--- src/rtl/fft_seq_ctrl.sv ---
// fft_seq_ctrl: frame sequencer for the 32-point radix-2 SDF FFT pipeline and its bit-reversal sorter
module fft_seq_ctrl #(
  parameter int STAGE_LAT = 1,
  parameter int SORT_OFS  = 0,
  parameter int SORT_CYC  = 33
) (
  input  logic        clk,
  input  logic        rst,
  input  logic        in_valid,
  output logic        in_ready,
  output logic        pipe_en,
  output logic [4:0]  bf_en,
  output logic [19:0] tw_idx,
  output logic        out_valid,
  output logic        start_sorting,
  output logic        frame_done,
  output logic        busy
);
  localparam int OFF5 = 31 + 5 * STAGE_LAT;
  typedef enum logic [1:0] {LOAD, FLUSH, WAIT, DONE} state_t;
  state_t      state;
  logic [6:0]  t;
  logic [15:0] w;
  logic        act;
  always_ff @(posedge clk or negedge rst) begin
    if (!rst) begin
      state <= LOAD;
      t     <= '0;
      w     <= '0;
    end else begin
      case (state)
        LOAD: if (in_valid) begin
          t <= t + 7'd1;
          if (t == 7'd31) state <= FLUSH;
        end
        FLUSH: begin
          t <= t + 7'd1;
          if (t == 7'(OFF5 + 31)) begin
            state <= WAIT;
            w     <= '0;
          end
        end
        WAIT: if (w == 16'(SORT_CYC - 1)) state <= DONE;
              else w <= w + 16'd1;
        DONE: begin
          state <= LOAD;
          t     <= '0;
        end
        default: state <= LOAD;
      endcase
    end
  end
  assign act           = (state == LOAD) || (state == FLUSH);
  assign in_ready      = state == LOAD;
  // rst gates the only combinational in_valid path so everything reads idle during reset
  assign pipe_en       = rst && ((state == FLUSH) || (state == LOAD && in_valid));
  assign out_valid     = pipe_en && (t >= 7'(OFF5)) && (t <= 7'(OFF5 + 31));
  assign start_sorting = (state == FLUSH) && (t == 7'(OFF5 + SORT_OFS));
  assign frame_done    = state == DONE;
  assign busy          = state != LOAD;
  for (genvar s = 0; s < 5; s++) begin : g_stage
    localparam int OFF = 32 - (32 >> s) + s * STAGE_LAT;
    logic [7:0] c;
    logic       win;
    assign c    = {1'b0, t} - 8'(OFF);
    assign win  = ({1'b0, t} >= 8'(OFF)) && (c <= 8'd31);
    assign bf_en[s] = act && win && c[4-s];
    assign tw_idx[4*s +: 4] = bf_en[s] ? (c[3:0] & 4'((16 >> s) - 1)) << s : 4'd0;
  end
endmodule

--- config.mk ---
export PLATFORM = sky130hd
export DESIGN_NAME = fft_seq_ctrl
export DESIGN_NICKNAME = d
export VERILOG_FILES = /design/src/rtl/fft_seq_ctrl.sv
export SDC_FILE = /design/constraint.sdc
export NUM_CORES = 1
export LEC_CHECK = 0
export CAP_MARGIN = 20
export CORE_UTILIZATION = 48
export CTS_BUF_LIST = sky130_fd_sc_hd__clkbuf_8 sky130_fd_sc_hd__clkbuf_16
export DETAILED_ROUTE_END_ITERATION = 8
export PLACE_DENSITY_LB_ADDON = 0.3
export SKIP_LAST_GASP = 1
export SYNTH_ARGS = -nofsm -noshare
export SYNTH_HDL_FRONTEND = slang
export SYNTH_SLANG_ARGS = --single-unit
--- constraint.sdc ---
create_clock -name clk -period 2.2 [get_ports clk]
set_input_delay 0.44 -clock clk [delete_from_list [all_inputs] [get_ports clk]]
set_output_delay 0.44 -clock clk [all_outputs]
set_load 0.02 [all_outputs]
==> reports/metrics.csv <==
stage,metric,value,unit
routing,vias,2242,
timing,Final Cycle Share,115.5,%
clock_network,TritonCTS buffer count,3,
yosys,top cell type's share of synthesized area,30.53,%
yosys,largest cells by area after synthesis,"dfrtp_1, ha_1, nor2_1, o21ai_0, buf_4",
clock_network,"Hold-fix buffers, CTS",0,
yosys,Synth top cells by count,"nor2_1, dfrtp_1, o21ai_0",
placement,IO buf count,23,
die,effective utilization at floorplan,50.51,%
yosys,asr flop ratio synth,100.0,%
routing,via/cell ratio,5.690,
timing,fin crit period,2.540,ns
grt,initial antenna violation count,0,
yosys,Netlist cell types,57,
routing,Final ANT Viol Nets,0,
pwr,peak supply drop,0.9714,mV
yosys,"area leader, netlist",dfrtp_1,
critical_path,Critical Path AT,2.10,ns
grt,GRT Overall Usage,29.31,%
placement,RD Place Congestion,0.8297,
critical_path,Worst Setup Start Kind,register,
status,violated checks,negative setup slack,
timing,clk_skew,0.007155,ns
pwr,Power per Cell Area,1075,mW/mm2
timing,setup TNS,-2.345,ns
critical_path,"slowest stage cell, crit path",dfrtp_2,
critical_path,CP dominant cell by count,a21oi_1,
cells_and_area,share of cells above drive strength 1,44.19,%
hold_path,Hold Crit Class,reg -> reg,
die,DIE AREA,0.004535,mm2
yosys,"Top FF cell, synth",dfrtp_1,
timing,Fin. Hold Viols,0,
routing,Pre-antenna DRT Iters,4,
yosys,Post-Syn Instances,249,
yosys,YS warnings,0,
pwr,Leak,1.414,nW
critical_path,"Max FO, Critical Path",4,
critical_path,reg2reg path depth,9,
clock_network,H-tree depth,1,
critical_path,worst r2r dst,w[7]$_DFFE_PN0P_,
yosys,sequential fraction of the synthesis area,30.53,%
timing,"Setup violations, final",17,
grt,largest net degree at the start of global routing,26,
critical_path,worst-path cell chain,"inv_6, ha_4, buf_4, nand2b_1, a21oi_1, a21oi_1, or3_4, nor2_4, buf_6",
yosys,Mapped Area,0.002049,mm2
cells_and_area,Register Area,628.1,um2
cells_and_area,Syn-to-layout area delta,52.63,%
routing,final WL,6.463,mm
run,# Max-Cap Violations,0,
placement,Post-DP Area,0.002783,mm2
clock_network,Skew-Pair Late Insertion Delay,0.27,ns
yosys,Mean Syn Cell Area,8.231,um2
yosys,"count leader, synth",nor2_1,
timing,Slew Limit Fails,0,
grt,GRT overflow,0,
die,Die W,67.35,um
die,Die Ht,67.35,um
yosys,#FFs+latches synth,25,
critical_path,Crit path largest cell delay,0.47,ns
routing,Post-route DRC,0,
critical_path,Worst Path Required,1.76,ns
critical_path,critical path class,reg -> out,
die,CORE AREA,0.004058,mm2
timing,Max Fclk,393.7,MHz
cells_and_area,Fill cells,281,
die,Top-Level Pins,34,
critical_path,reg2reg start,state[0]$_DFFE_PN0P_,
grt,first-pass GRT wire length,10.03,mm
cells_and_area,ANT cells,0,
grt,vias in the first global route,2171,
critical_path,r2r setup slk,-0.05,ns
routing,wire per inst,16.40,um
cells_and_area,multi-input combinational cell area,0.001494,mm2
critical_path,Setup crit end kind,output port,
cells_and_area,final net count,362,
die,Std-Cell Rows,23,
timing,setup slack after layout,-0.3400,ns
placement,Detail Placement HPWL,4.219,mm
cells_and_area,final instance area,0.003128,mm2
clock_network,CTS Root Cell,clkbuf_8,
yosys,Post-synth EDFFs,0,
routing,starting DRC count in detailed routing,103,
clock_network,clk buf depth,2,
critical_path,Setup crit end,tw_idx[6],
clock_network,CTS tree,yes,
clock_network,CTS sink count,25,
clock_network,Worst-path clk slew,0.09,ns
status,status,"complete, but fails checks",
timing,RSZ-0062 raised after global routing,true,
critical_path,Critical path origin,t[2]$_DFFE_PN0P_,
[flip-flops by register name, summed over array words and instances (netlist names)]
name	cells
state	2
t	7
w	16
[where the power goes]
group / switching (mW) / leakage (nW) / internal [mW] / total (mW)
sequential: 0.103 / 0.332 / 0.566 / 0.669
clock: 0.149 / 0.0217 / 0.128 / 0.277
combinational: 1.27 / 1.06 / 1.14 / 2.41
total: 1.53 / 1.41 / 1.84 / 3.36
[worst min path at each step]
stage                           start                   end  slack, ns  depth (start not counted)
detailed placement  w[15]$_DFFE_PN0P_     w[15]$_DFFE_PN0P_       0.55                          2
finish              w[15]$_DFFE_PN0P_     w[15]$_DFFE_PN0P_       0.57                          2
global route        w[15]$_DFFE_PN0P_     w[15]$_DFFE_PN0P_       0.60                          2
floorplan                         rst  state[0]$_DFFE_PN0P_       0.14                          0
CTS                 w[15]$_DFFE_PN0P_     w[15]$_DFFE_PN0P_       0.57                          2
global placement    w[15]$_DFFE_PN0P_     w[15]$_DFFE_PN0P_       0.54                          2
[logic make-up (layout without fill, tap and decap cells)]
family,after synthesis,after routing,synth area share (%)
other,1,10,0.1830
buffers and inverters,37,123,9.340
xor gates and xnor gates,5,5,2.137
adders and majority gates,14,14,8.547
DFF,25,25,30.53
and+or+nand+nor,101,101,28.08
AOI/OAI and AO/OA,63,63,19.60
muxes,3,3,1.587
[what timing repair did]
item                       in CTS  in global routing
cloned                          0                  0
pin swaps                      11                 21
setup endpoints to repair      25                 28
resized for setup              96                 39
hold endpoints to repair        0                  0
setup buffers                  15                  6
[routing by layer]
layer | vias to the layer above | part of all wire, % | track usage (%)
met5 | - | 0 | 0
met4 | 0 | 2.2 | 7.713
met3 | 12 | 4.0 | 3.378
met2 | 57 | 51 | 54.13
met1 | 1102 | 42 | 35.58
li1 | 1071 | - | -
[final cells by class]
| type | instances | share of cell area [%] |
|---|---|---|
| clock buffer | 3 | 1.320 |
| timing repair buffer | 103 | 26.44 |
| clock inverter | 1 | 0.2400 |
| inverter | 16 | 2.160 |
| sequential | 25 | 20.08 |
| multi-input combinational | 196 | 47.76 |
| tap | 50 | 2.000 |
[critical path: cells and delay by family (launching register included)]
| family | cells | cell delay [ns] |
|---|---|---|
| buf+inv | 3 | 0.34 |
| fa+ha+maj | 1 | 0.15 |
| flops | 1 | 0.47 |
| simple gates | 3 | 0.62 |
| compound gates | 2 | 0.26 |
[cells in the final DEF, fill, tap and decap left out, types with 5 or more instances in the layout]
cell type	count
a21oi_1	8
a31oi_1	6
buf_4	75
buf_6	12
conb_1	10
dfrtp_1	23
ha_1	7
ha_4	6
inv_1	11
nand2_1	17
nand3_1	6
nand4_1	7
nor2_1	20
nor2_4	5
nor3_1	5
o21ai_0	16
xnor2_1	5
[metrics by stage]
stage	utilization (%)	hold WS [ns]	std cells	total power [mW]	setup WS (ns)
final	77.09	0.5727	394	3.361	-0.3400
after global routing	77.09	0.6018	394	3.565	-0.4006
after CTS	74.34	0.5742	392	3.135	-0.3039
after detailed placement	68.58	0.5527	373	2.667	-0.5100
after global placement	68.58	0.5390	373	2.598	-0.4499
after floorplan	-	0.1444	258	1.805	0.0000004441
Power figures use the tool's default switching activity.
==> variant (same settings) <==
Make the reset (`rst`) synchronous in one clocked block.
--- a/src/rtl/fft_seq_ctrl.sv
+++ b/src/rtl/fft_seq_ctrl.sv
@@ -24,3 +24,3 @@
   logic        act;
-  always_ff @(posedge clk or negedge rst) begin
+  always_ff @(posedge clk) begin
     if (!rst) begin
Behaviour: no difference found for any inputs over 10 cycles, from zero or initial values and one cycle with rst low; that may be too few to reach the edited logic, so the function may still have changed.
==> variant against the unedited design <==
Synthesized area shrank 5.9%. Count of clock-buffer cells in the layout unchanged. Critical endpoint is now tw_idx[11]. Synthesized cell count is 4.4% lower. Sequential cell count is the same. Routed wire length fell by 23%. The run still ends with negative setup slack left. Cell area fell by 13%. Utilization fell by 4.9 points. Clock skew fell by 0.0034 ns. Highest routed layer unchanged. Worst setup slack improved by 0.077 ns.
Power is left out: it rests on default switching activity, and per cell area and clock period it moved more than threefold.
==> variant: results <==
export IMPL_violations="negative setup slack"
export IMPL_nFillCells=289
export IMPL_tap_cell_count=48
export IMPL_synth_cell_types=48
export IMPL_synth_common_cells="26 x nor2_1, 25 x dfxtp_1, 15 x nand2_1, 15 x xnor2_1, 13 x ha_1"
export IMPL_gp_congestion=0.883
export IMPL_worst_slack_ns=-0.263
export IMPL_num_multi_input_gates=188
export IMPL_async_flop_share_pct=0
export IMPL_syn_inst=238
export IMPL_drive_gt1_share_pct=36.2
export IMPL_drc=0
export IMPL_regArea_um2=510
export IMPL_clk_share_pct=1.84
export IMPL_rr_worst_depth=8
export IMPL_r2r_start="t[1]"
export IMPL_setup_viol=8
export IMPL_via_per_inst=5.49
export IMPL_grt_pass1_wl_um=7650
export IMPL_grtUsageTotal_pct=23.0
export IMPL_holdPathEnd="w[4]"
export IMPL_grt_max_degree=18
export IMPL_floorplan_initialDensity_pct=51.2
export IMPL_status="finished with violations"
export IMPL_dr_first_iter_drc_count=83
export IMPL_place_area_um2=2410
export IMPL_preCtsSetupSlack_ns=-0.448
export IMPL_inv_count=12
export IMPL_dpl_cell_count=331
export IMPL_rr_endpoint="state[1]"
export IMPL_synth_seq_area_share_pct=25.9
export IMPL_multiInputGateArea_um2=1430
export IMPL_dp_hpwl_um=3360
export IMPL_final_util_pct=72.2
export IMPL_hp_start="w[4]"
export IMPL_r2r_setup_slack_ns=0.07
export IMPL_crit_slowest_cell="or4_4"
export IMPL_fin_nets=318
export IMPL_fin_skew_ns=0.00374
export IMPL_cp_max_fo=3
variant: cell count changes in the layout (fill, tap and decap cells not counted), sizes merged, moves of 5 or more:
| cell | change |
|---|---|
| xnor2 | +10 |
| nor2b | +8 |
| o21ai | -11 |
| or3 | -6 |
| dfrtp | -25 |
| a21oi | -6 |
| buf | -30 |
| dfxtp | +25 |
| and2 | +5 |
| nor4b | +6 |
variant: how the worst max path moves through the flow:
stage | startpoint | endpoint | slack [ns] | cells past startpoint
after floorplan | t[2] | tw_idx[10] | -0.16 | 7
after global placement | t[2] | tw_idx[10] | -0.45 | 7
after detailed placement | t[2] | tw_idx[11] | -0.45 | 7
after CTS | t[2] | tw_idx[11] | -0.25 | 7
after global routing | t[2] | tw_idx[7] | -0.32 | 9
final | t[2] | tw_idx[11] | -0.26 | 7
variant: cells by family (layout without fill, tap and decap cells):
| kind of cell | count (synthesis) | after routing | synth area share [%] |
|---|---|---|---|
| AO/OA/AOI/OAI | 35 | 35 | 13.4 |
| XOR/XNOR | 15 | 15 | 6.81 |
| adder cells (fa/ha/maj) | 13 | 13 | 8.43 |
| buffers and inverters | 34 | 88 | 9.73 |
| flip-flops | 25 | 25 | 25.9 |
| multiplexers | 3 | 3 | 1.62 |
| other | 1 | 10 | 0.194 |
| AND/OR/NAND/NOR | 112 | 112 | 33.9 |
variant: what timing repair did:
action	in CTS	in global routing
hold endpoints to repair	0	0
resized for setup	96	21
gates cloned	0	0
pin swaps	5	12
setup buffers	5	11
setup endpoints to repair	19	17
variant: layer usage:
layer	vias to the layer above	share of wire, %	global-route usage (%)
met1	908	45	30.8
met3	4	4.7	3.13
met2	70	50	39.0
li1	934	-	-
met5	-	0	0
met4	0	0.85	4.62
